### src/rtl/wb_bus_pkg.sv
// Shared types and helpers for the single-master Wishbone interconnect.
// Latency: n/a (types, constants and a pure combinational helper).
// Backpressure: n/a.
package wb_bus_pkg;

    // Interconnect grant state.
    typedef enum logic [1:0] {
        IDLE  = 2'd0,
        GRANT = 2'd1,
        UERR  = 2'd2
    } state_t;

    // Outstanding counter is sized for the largest legal MAX_OUT (15).
    localparam int MAX_OUT_LIMIT = 15;
    localparam int OUT_W         = $clog2(MAX_OUT_LIMIT + 1);

    // Watchdog counter width; wide enough for any int TIMEOUT.
    localparam int WD_W          = 32;

    // Widest address the match helper handles; callers zero-extend.
    localparam int ADR_MAX       = 64;

    // A slave matches when the masked address equals its masked base.
    function automatic logic slave_match(input logic [ADR_MAX-1:0] adr,
                                         input logic [ADR_MAX-1:0] base,
                                         input logic [ADR_MAX-1:0] mask);
        return (adr & mask) == (base & mask);
    endfunction

endpackage

### src/rtl/wb_addr_decoder.sv
// Address decoder: one-hot slave match, its index and a hit flag; lowest index wins.
// Latency: purely combinational, zero cycles.
// Backpressure: none; the caller decides whether the result is used.
module wb_addr_decoder
    import wb_bus_pkg::*;
#(
    parameter int              NS         = 6,
    parameter int              AW         = 32,
    parameter int              IDX_W      = (NS > 1) ? $clog2(NS) : 1,
    parameter logic [NS*AW-1:0] SLAVE_ADDR = '0,
    parameter logic [NS*AW-1:0] SLAVE_MASK = '1
) (
    input  logic [AW-1:0]    adr,
    output logic [NS-1:0]    match,
    output logic [IDX_W-1:0] idx,
    output logic             hit
);

    // Scan from the top down so the lowest matching index overwrites the rest.
    always_comb begin
        match = '0;
        idx   = '0;
        hit   = 1'b0;
        for (int i = NS - 1; i >= 0; i--) begin
            if (slave_match(ADR_MAX'(adr),
                            ADR_MAX'(SLAVE_ADDR[i*AW +: AW]),
                            ADR_MAX'(SLAVE_MASK[i*AW +: AW]))) begin
                match    = '0;
                match[i] = 1'b1;
                idx      = IDX_W'(i);
                hit      = 1'b1;
            end
        end
    end

endmodule

### src/rtl/wb_bus_decoder.sv
// Single-master to NS-slave pipelined Wishbone interconnect with ordering, unmapped-error and watchdog.
// Latency: zero-cycle request/response passthrough once granted; unmapped error one cycle after acceptance.
// Backpressure: slave stall, outstanding limit and slave-switch ordering all surface as m_stall_o.
module wb_bus_decoder
    import wb_bus_pkg::*;
#(
    parameter int               NS         = 6,
    parameter int               AW         = 32,
    parameter int               DW         = 32,
    parameter logic [NS*AW-1:0] SLAVE_ADDR = '0,
    parameter logic [NS*AW-1:0] SLAVE_MASK = '1,
    parameter int               MAX_OUT    = 4,
    parameter int               TIMEOUT    = 1024
) (
    input  logic             wb_clk_i,
    input  logic             wb_rst_ni,
    input  logic             m_cyc_i,
    input  logic             m_stb_i,
    input  logic             m_we_i,
    input  logic [AW-1:0]    m_adr_i,
    input  logic [DW-1:0]    m_dat_i,
    input  logic [DW/8-1:0]  m_sel_i,
    output logic             m_ack_o,
    output logic             m_err_o,
    output logic             m_stall_o,
    output logic [DW-1:0]    m_dat_o,
    output logic [NS-1:0]    s_cyc_o,
    output logic [NS-1:0]    s_stb_o,
    output logic             s_we_o,
    output logic [AW-1:0]    s_adr_o,
    output logic [DW-1:0]    s_dat_o,
    output logic [DW/8-1:0]  s_sel_o,
    input  logic [NS-1:0]    s_ack_i,
    input  logic [NS-1:0]    s_err_i,
    input  logic [NS-1:0]    s_stall_i,
    input  logic [NS*DW-1:0] s_dat_i,
    output logic             timeout_o
);

    localparam int IDX_W = (NS > 1) ? $clog2(NS) : 1;

    logic [NS-1:0]    match;
    logic [IDX_W-1:0] idx;
    logic             hit;

    state_t           state, state_nx;
    logic [IDX_W-1:0] gnt, gnt_nx;
    logic [OUT_W-1:0] outst;
    logic [WD_W-1:0]  wdog;

    logic cyc, req, busy, full, accept, resp, clr;

    wb_addr_decoder #(
        .NS         (NS),
        .AW         (AW),
        .IDX_W      (IDX_W),
        .SLAVE_ADDR (SLAVE_ADDR),
        .SLAVE_MASK (SLAVE_MASK)
    ) u_dec (
        .adr   (m_adr_i),
        .match (match),
        .idx   (idx),
        .hit   (hit)
    );

    // Reset gates the master cycle so every slave/master control output is low while it is held.
    assign cyc  = m_cyc_i & wb_rst_ni;
    assign req  = cyc & m_stb_i;
    assign busy = (outst != '0);
    assign full = (outst == OUT_W'(MAX_OUT));

    assign s_we_o  = m_we_i;
    assign s_adr_o = m_adr_i;
    assign s_dat_o = m_dat_i;
    assign s_sel_o = m_sel_i;

    // Next-state, routing and response muxing for the grant FSM.
    always_comb begin
        state_nx  = state;
        gnt_nx    = gnt;
        s_cyc_o   = '0;
        s_stb_o   = '0;
        m_stall_o = 1'b0;
        m_ack_o   = 1'b0;
        m_err_o   = 1'b0;
        m_dat_o   = '0;
        timeout_o = 1'b0;
        accept    = 1'b0;
        resp      = 1'b0;
        clr       = 1'b0;
        case (state)
            IDLE: begin
                if (req) begin
                    if (hit) begin
                        // Grant in the same cycle the request is decoded.
                        s_cyc_o   = match;
                        s_stb_o   = match;
                        m_stall_o = |(match & s_stall_i);
                        accept    = ~(|(match & s_stall_i));
                        state_nx  = GRANT;
                        gnt_nx    = idx;
                    end else begin
                        state_nx = UERR;
                    end
                end
            end
            UERR: begin
                m_err_o  = cyc;
                state_nx = IDLE;
                if (req) begin
                    // Another unmapped strobe keeps the error pipeline running;
                    // a mapped one waits until this error has gone out.
                    if (hit) m_stall_o = 1'b1;
                    else     state_nx  = UERR;
                end
            end
            GRANT: begin
                if (!cyc) begin
                    clr      = 1'b1;
                    state_nx = IDLE;
                end else begin
                    // Responses with nothing outstanding are stale and dropped.
                    resp    = busy & (s_ack_i[gnt] | s_err_i[gnt]);
                    m_ack_o = busy & s_ack_i[gnt];
                    m_err_o = busy & s_err_i[gnt];
                    m_dat_o = s_dat_i[gnt*DW +: DW];
                    if (TIMEOUT != 0 && busy && !resp && wdog == WD_W'(TIMEOUT - 1)) begin
                        // Hung slave: error the master, drop the slave cycle for a cycle.
                        m_err_o   = 1'b1;
                        timeout_o = 1'b1;
                        m_stall_o = req;
                        clr       = 1'b1;
                        state_nx  = IDLE;
                    end else begin
                        s_cyc_o[gnt] = 1'b1;
                        if (req) begin
                            if (hit && idx == gnt) begin
                                // A response this cycle frees a slot for a same-cycle accept.
                                if (full && !resp) begin
                                    m_stall_o = 1'b1;
                                end else begin
                                    s_stb_o[gnt] = 1'b1;
                                    m_stall_o    = s_stall_i[gnt];
                                    accept       = ~s_stall_i[gnt];
                                end
                            end else begin
                                // Different target: hold it off until the pipe drains to keep order.
                                m_stall_o = 1'b1;
                                if (!busy) state_nx = IDLE;
                            end
                        end else if (!busy) begin
                            state_nx = IDLE;
                        end
                    end
                end
            end
            default: state_nx = IDLE;
        endcase
    end

    // Grant state register.
    always_ff @(posedge wb_clk_i or negedge wb_rst_ni) begin
        if (!wb_rst_ni) begin
            state <= IDLE;
            gnt   <= '0;
        end else begin
            state <= state_nx;
            gnt   <= gnt_nx;
        end
    end

    // Outstanding count: accept and response in one cycle cancel out.
    always_ff @(posedge wb_clk_i or negedge wb_rst_ni) begin
        if (!wb_rst_ni)             outst <= '0;
        else if (clr)               outst <= '0;
        else if (accept && !resp)   outst <= outst + OUT_W'(1);
        else if (!accept && resp)   outst <= outst - OUT_W'(1);
    end

    // Watchdog counts silent cycles while anything is outstanding.
    always_ff @(posedge wb_clk_i or negedge wb_rst_ni) begin
        if (!wb_rst_ni)                 wdog <= '0;
        else if (clr || resp || !busy)  wdog <= '0;
        else                            wdog <= wdog + WD_W'(1);
    end

endmodule

### config.mk
export PLATFORM = sky130hd
export DESIGN_NAME = wb_bus_decoder
export DESIGN_NICKNAME = d
export VERILOG_FILES = /design/src/rtl/wb_bus_pkg.sv /design/src/rtl/wb_addr_decoder.sv /design/src/rtl/wb_bus_decoder.sv
export SDC_FILE = /design/constraint.sdc
export NUM_CORES = 1
export LEC_CHECK = 0
export ABC_AREA = 0
export CAP_MARGIN = 20
export CORE_AREA = 4 4 154 156
export DETAILED_ROUTE_END_ITERATION = 10
export DIE_AREA = 0 0 158 160
export GPL_TIMING_DRIVEN = 0
export PLACE_DENSITY = 0.48
export SLEW_MARGIN = 20
export SYNTH_ARGS = -nofsm -noshare
export SYNTH_HDL_FRONTEND = slang
export SYNTH_SLANG_ARGS = --single-unit
### constraint.sdc
create_clock -name wb_clk_i -period 4.85 [get_ports wb_clk_i]
set_input_delay 1.455 -clock wb_clk_i [delete_from_list [all_inputs] [get_ports wb_clk_i]]
set_output_delay 1.455 -clock wb_clk_i [all_outputs]
set_load 0.01 [all_outputs]
# Word-level counts from Yosys, hierarchy flattened
# Cells that the tools add are included.
[totals]
word_cells = 97
output_inout_bits = 117
ff_bits = 38
in_bits = 283
[classes]
bitwise_logic = 9
mux = 59
addsub = 3
reduce_logical = 17
n_eq_ne = 6
[ops]
columns = ["op", "count"]
rows = [
  ["$mux 32", 3],
  ["$logic_not 64->1", 1],
  ["$mux 1", 36],
  ["$add 32x1->32 const B", 1],
  ["$eq 32x10->1 const B", 1],
  ["$pmux 6 s2", 2],
  ["$mux 2", 9],
  ["$mux 4", 3],
  ["$mux 6", 2],
  ["$and 6x6->6", 1],
  ["$pmux 2 s3", 1],
  ["$reduce_or 6->1", 1],
  ["$and 1x1->1", 5],
  ["$logic_and 1x1->1", 5],
  ["$ne 5x5->1 const B", 1],
  ["$add 4x1->4 const B", 1],
  ["$eq 4x3->1 const B", 1],
  ["$logic_not 1->1", 4],
  ["$pmux 1 s2", 2],
  ["$reduce_bool 4->1", 1],
  ["$sub 4x1->4 const B", 1],
  ["$pmux 1 s3", 1],
  ["$reduce_bool 3->1", 1],
  ["$eq 2x1->1 const B", 1],
  ["7 further kinds", 9],
]

# Depth between registers and ports, before layout
[depth]
word_depth = 15
mapped_depth = 13
ltp_nobuf = 12

# By module
# From an unflattened synthesis, not the netlist that was laid out.
[hier_totals]
hier_cells = 577
area_unflattened_um2 = 4693.3
[by_module_without_submodules]
columns = ["mod", "cells_per_inst", "seq_area_each_um2", "n_inst", "area_per_inst_um2"]
rows = [
  ["wb_bus_decoder", 556, 1026.0, 1, 4549.4],
  ["wb_addr_decoder", 21, 0.0, 1, 143.9],
]

# Worst setup path before layout
# Ideal clock, no wire load.
[synth_timing]
kind = "input to output"
start = "input m_adr_i[20]"
end = "output s_cyc_o[0]"
path_buffers = 0
path_stages = 6
arrival_ns = 2.742
required_time_ns = 3.395
setup_slack_ns = 0.653
path_cell_list = "nor4_1 > nand2_1 > nor4_1 > nor2b_1 > nand2_1 > o21ai_0"
[synth_between]
elab_chain_len = 5
word_cells_on_any_way = 6
cone_classes = "mux (5); reduce/logical (1)"
[synth_lines]
columns = ["element", "line_no", "text"]
rows = [
  ["from (decl)", "wb_bus_decoder.sv:20", "input logic [AW-1:0] m_adr_i,"],
  ["$logic_not 64->1 *", "wb_bus_pkg.sv:27", "return (adr & mask) == (base & mask);"],
  ["$mux 1", "wb_addr_decoder.sv:25", "if (slave_match(ADR_MAX'(adr),"],
  ["$mux 6 *", "wb_bus_decoder.sv:94", "if (hit) begin"],
  ["$mux 6 *", "wb_bus_decoder.sv:93", "if (req) begin"],
  ["$pmux 6 s2 *", "wb_bus_decoder.sv:91", "case (state)"],
  ["to (decl)", "wb_bus_decoder.sv:27", "output logic [NS-1:0] s_cyc_o,"],
]
# Mark *: on every way between the ends. The rest lies on a longest branch, timed or not.

# Final worst setup path
[layout_timing]
start = "input m_adr_i[5]"
end = "output m_stall_o"
[layout_between]
elab_chain_len = 7
word_cells_on_any_way = 14
cone_classes = "mux (11); bitwise (1); reduce/logical (2)"
[layout_lines]
columns = ["element", "line_no", "text"]
rows = [
  ["$logic_not 64->1 *", "wb_bus_pkg.sv:27", ""],
  ["$mux 1", "wb_addr_decoder.sv:25", ""],
  ["$and 6x6->6 / $mux 1 (equally long branches)", "wb_bus_decoder.sv:98, wb_bus_decoder.sv:137", ""],
  ["$reduce_or 6->1 / $mux 1 (equally long branches)", "wb_bus_decoder.sv:98, wb_bus_decoder.sv:136", ""],
  ["$mux 1, on equally long branches", "wb_bus_decoder.sv:94, wb_bus_decoder.sv:127", ""],
  ["$mux 1, on equally long branches", "wb_bus_decoder.sv:93, wb_bus_decoder.sv:118", ""],
  ["$pmux 1 s3 *", "wb_bus_decoder.sv:91", ""],
  ["to (decl)", "wb_bus_decoder.sv:25", "output logic m_stall_o,"],
]
# Marked as above.

==> results.txt <==
Unrepaired setup endpoints after global routing - false
Synth warnings - 0
Required time reported for the critical path endpoint - 3390 ps
Skew-Pair Late Insertion Delay - 280 ps
Die height - 160 um
Number of buffer cells added on primary ports - 177
Compound-gate portion of the synthesized area - 0.0422
GRT Util Overall - 0.0931
Minimum clock period after layout - 4730 ps
Share of total power consumed by net switching - 0.241
Placeable core region - 0.0224 sq mm
Worst clock skew on the final layout - 5.18 ps
Share of synthesized area occupied by flip-flops and latches - 0.311
Number of failing setup endpoints in the final timing report - 0
Design Area, Final - 0.00558 sq mm
Overflow left after global routing - 0
Leakage power - 0.00243 uW
Seq pwr share - 0.362
Main combinational cell family by area after synthesis - simple AND/OR/NAND/NOR gates
Hold Path Class - flip-flop to flip-flop
Total via count after detailed routing - 3093
Transition time at the pin with the least slew margin - 796 ps
Routability congestion estimate from global placement - 0.732
Area after DPL - 0.00524 sq mm
DP HPWL - 10.9 mm
Final-stage net count - 853
Post-detailed-route wirelength per cell - 15.1 um
First-pass GRT wire length - 17.9 mm
Number of instances in the synthesized netlist - 361
Combinational share of power - 0.265
Area of the multi-input gates - 0.00160 sq mm
Setup Slack @ Placement - -1010 ps
Final-report hold violation count - 0
Layout cell share with drive strength beyond 1 - 0.220
Worst Setup Path Type - primary input to output port
Initial core utilization - 0.137
Signed area change from the synthesized netlist to the final layout - 82.4%
Fin worst setup slack - 120 ps
Post-synth cell types - 41
Post-synthesis instance area - 0.00306 sq mm
Utilization after layout - 0.249
Critical Path Sink Type - output port
Number of global-route vias before repair - 3074
Yosys reg bits - 38
DRC violation count after routing - 0
Total Wirelength - 12.8 mm
Max Cap Viol - 0
IR drop worst, VDD - 0.000121 V
Startpoint types - primary input
TritonCTS clock tree - built
First DRT Iteration DRCs - 89
Worst slew margin relative to its limit - 0.464
Sequential cell area - 951 sq um
Die W - 158 um
Tightest hold margin - 519 ps
Internal Pwr Total - 674 uW
CTS Buf Count - 5
Number of standard-cell rows in the floorplan - 55
Total number of clock tree sinks - 38
Portion of total power attributed to the clock network - 0.372
Most frequently used flop master after synthesis - sky130_fd_sc_hd__dfrtp_1
Floorplan die area - 0.0253 sq mm
Number of detailed-routing iterations run before antenna repair - 4
Antenna violations before repair - 3
Most common cell after layout, fill and taps aside - sky130_fd_sc_hd__clkdlybuf4s50_1
Share of synthesized area spent on multiplexers - 0.0131
Async S/R FF share, synth - 1.00
Clock transition at the register clock pins on the worst setup and hold paths after CTS - 60 ps
Power per cell area - 159 mW/mm^2
Number of slew-limit violations in the final report - 0
ANT nets after route - 0
Share of the cycle needed by the critical path after routing - 0.975
Post-Syn Area per Cell - 8.47 sq um
Synthesized-area fraction occupied by adder cells - 0.0352
Maximum operating frequency - 211 MHz
Clock tree root buffer cell - sky130_fd_sc_hd__clkbuf_16
Xor and xnor fraction of the mapped netlist area - 0.0888
Arrival time of the worst setup path - 3270 ps
Number of enable-type register cells in the synthesized netlist - 0
Via-per-instance ratio - 3.63
Maximum number of pins on one net before global-route repair - 24
Hold-fix buffer count after cts - 0
Net switching power figure - 214 uW
Top library cells by usage in the layout, fill and taps aside - 160 x sky130_fd_sc_hd__clkdlybuf4s50_1, 87 x sky130_fd_sc_hd__buf_4, 40 x sky130_fd_sc_hd__nor2_1
Simple-gate share of the synthesized area - 0.296
Fill count - 2446
Outcome - complete, no violations
Number of buffers on the longest clock path - 2
Maximum level of the CTS H-tree - 2
Maximum fanout count along the critical path - 3
Top-Level Pins - 400
cells by family (layout without fill, tap and decap cells):
| family | after synthesis | after routing |
|---|---|---|
| other cells | 1 | 13 |
| simple gates | 166 | 166 |
| xor+xnor | 31 | 31 |
| fa+ha+maj | 8 | 8 |
| mux | 4 | 4 |
| flops | 38 | 38 |
| buf+inv | 94 | 287 |
| compound gates | 19 | 19 |
sequential cells by signal (all words and copies together) (netlist names):
name,cells
outst,4
state,2
wdog,32
final cells by class:
class / count / share of cell area
Buffer: 86 / 0.112
Antenna cell: 3 / 0.00135
Tap cell: 285 / 0.0640
Clock buffer: 6 / 0.0249
Timing Repair Buffer: 185 / 0.333
Clock inverter: 2 / 0.00224
Sequential cell: 38 / 0.171
Inverter: 8 / 0.00539
Multi-Input combinational cell: 238 / 0.287
path summary, 6_finish.rpt:
path / startpoint / end / slack, ps / cells after the start
worst max-delay path: m_adr_i[5] / m_stall_o / 120 / 9
worst min-delay path: wdog[0]$_DFF_PN0_ / wdog[0]$_DFF_PN0_ / 520 / 1
worst max register to register: wdog[13]$_DFF_PN0_ / outst[3]$_DFFE_PN0P_ / 1450 / 12
worst min register to register: wdog[0]$_DFF_PN0_ / wdog[0]$_DFF_PN0_ / 520 / 1
max in group asynchronous: wb_rst_ni / wdog[15]$_DFF_PN0_ / 3360 / 2
min in group asynchronous: wb_rst_ni / wdog[3]$_DFF_PN0_ / 1070 / 1
synthesized netlist by cell type (2+ instances only):
| library cell | n | area share |
|---|---|---|
| sky130_fd_sc_hd__and3_1 | 11 | 0.023 |
| sky130_fd_sc_hd__mux2i_1 | 4 | 0.013 |
| sky130_fd_sc_hd__nand4_1 | 5 | 0.010 |
| sky130_fd_sc_hd__and2_1 | 34 | 0.070 |
| sky130_fd_sc_hd__nor4_2 | 2 | 0.0082 |
| sky130_fd_sc_hd__nor4_1 | 14 | 0.029 |
| sky130_fd_sc_hd__ha_1 | 7 | 0.029 |
| sky130_fd_sc_hd__and4_1 | 4 | 0.011 |
| sky130_fd_sc_hd__buf_4 | 79 | 0.19 |
| sky130_fd_sc_hd__xor2_1 | 20 | 0.057 |
| sky130_fd_sc_hd__a21oi_1 | 2 | 0.0033 |
| sky130_fd_sc_hd__a21o_1 | 4 | 0.0098 |
| sky130_fd_sc_hd__a32o_1 | 2 | 0.0065 |
| sky130_fd_sc_hd__nand3_1 | 20 | 0.033 |
| sky130_fd_sc_hd__dfrtp_1 | 38 | 0.31 |
| sky130_fd_sc_hd__o21ai_0 | 5 | 0.0082 |
| sky130_fd_sc_hd__nor2_1 | 42 | 0.052 |
| sky130_fd_sc_hd__xnor2_1 | 11 | 0.032 |
| sky130_fd_sc_hd__inv_1 | 8 | 0.0098 |
| sky130_fd_sc_hd__nand2_1 | 23 | 0.028 |
| sky130_fd_sc_hd__clkbuf_1 | 6 | 0.0074 |
layer usage:
| metal | routed length, um | GRT usage |
|---|---|---|
| met1 | 5960 | 0.129 |
| met2 | 5240 | 0.139 |
| met3 | 1570 | 0.0382 |
| met4 | 52 | 0.0140 |
| met5 | 27 | 0 |
power groups by stage:
stage	clock, uW	combinational [uW]	sequential, uW
global placement	0	234	328
finish	331	236	322
CTS	341	239	322
global route	356	253	322
floorplan	0	91.0	327
detailed placement	0	236	328
worst max-delay path, stage by stage:
cell	delay, ps
sky130_fd_sc_hd__clkdlybuf4s50_1	430
sky130_fd_sc_hd__nor4_2	290
sky130_fd_sc_hd__nand2_1	120
sky130_fd_sc_hd__nor4_4	350
sky130_fd_sc_hd__buf_4	180
sky130_fd_sc_hd__nand3_1	60
sky130_fd_sc_hd__o21ai_1	140
sky130_fd_sc_hd__a211oi_1	80
sky130_fd_sc_hd__buf_2	160
metrics by stage:
step / total power [uW] / setup TNS (ps) / std cells
CTS: 901 / 0 / 847
floorplan: 418 / 0 / 370
global placement: 562 / -64800 / 832
finish: 888 / 0 / 851
detailed placement: 564 / -7100 / 833
global route: 931 / 0 / 848
timing repair:
action	4_1_cts	5_1_grt
setup endpoints to repair	36	16
pin swaps	7	9
hold endpoints to repair	0	0
setup buffers	6	1
gates resized for setup	35	18
No activity file was read; power rests on OpenSTA's default activity.
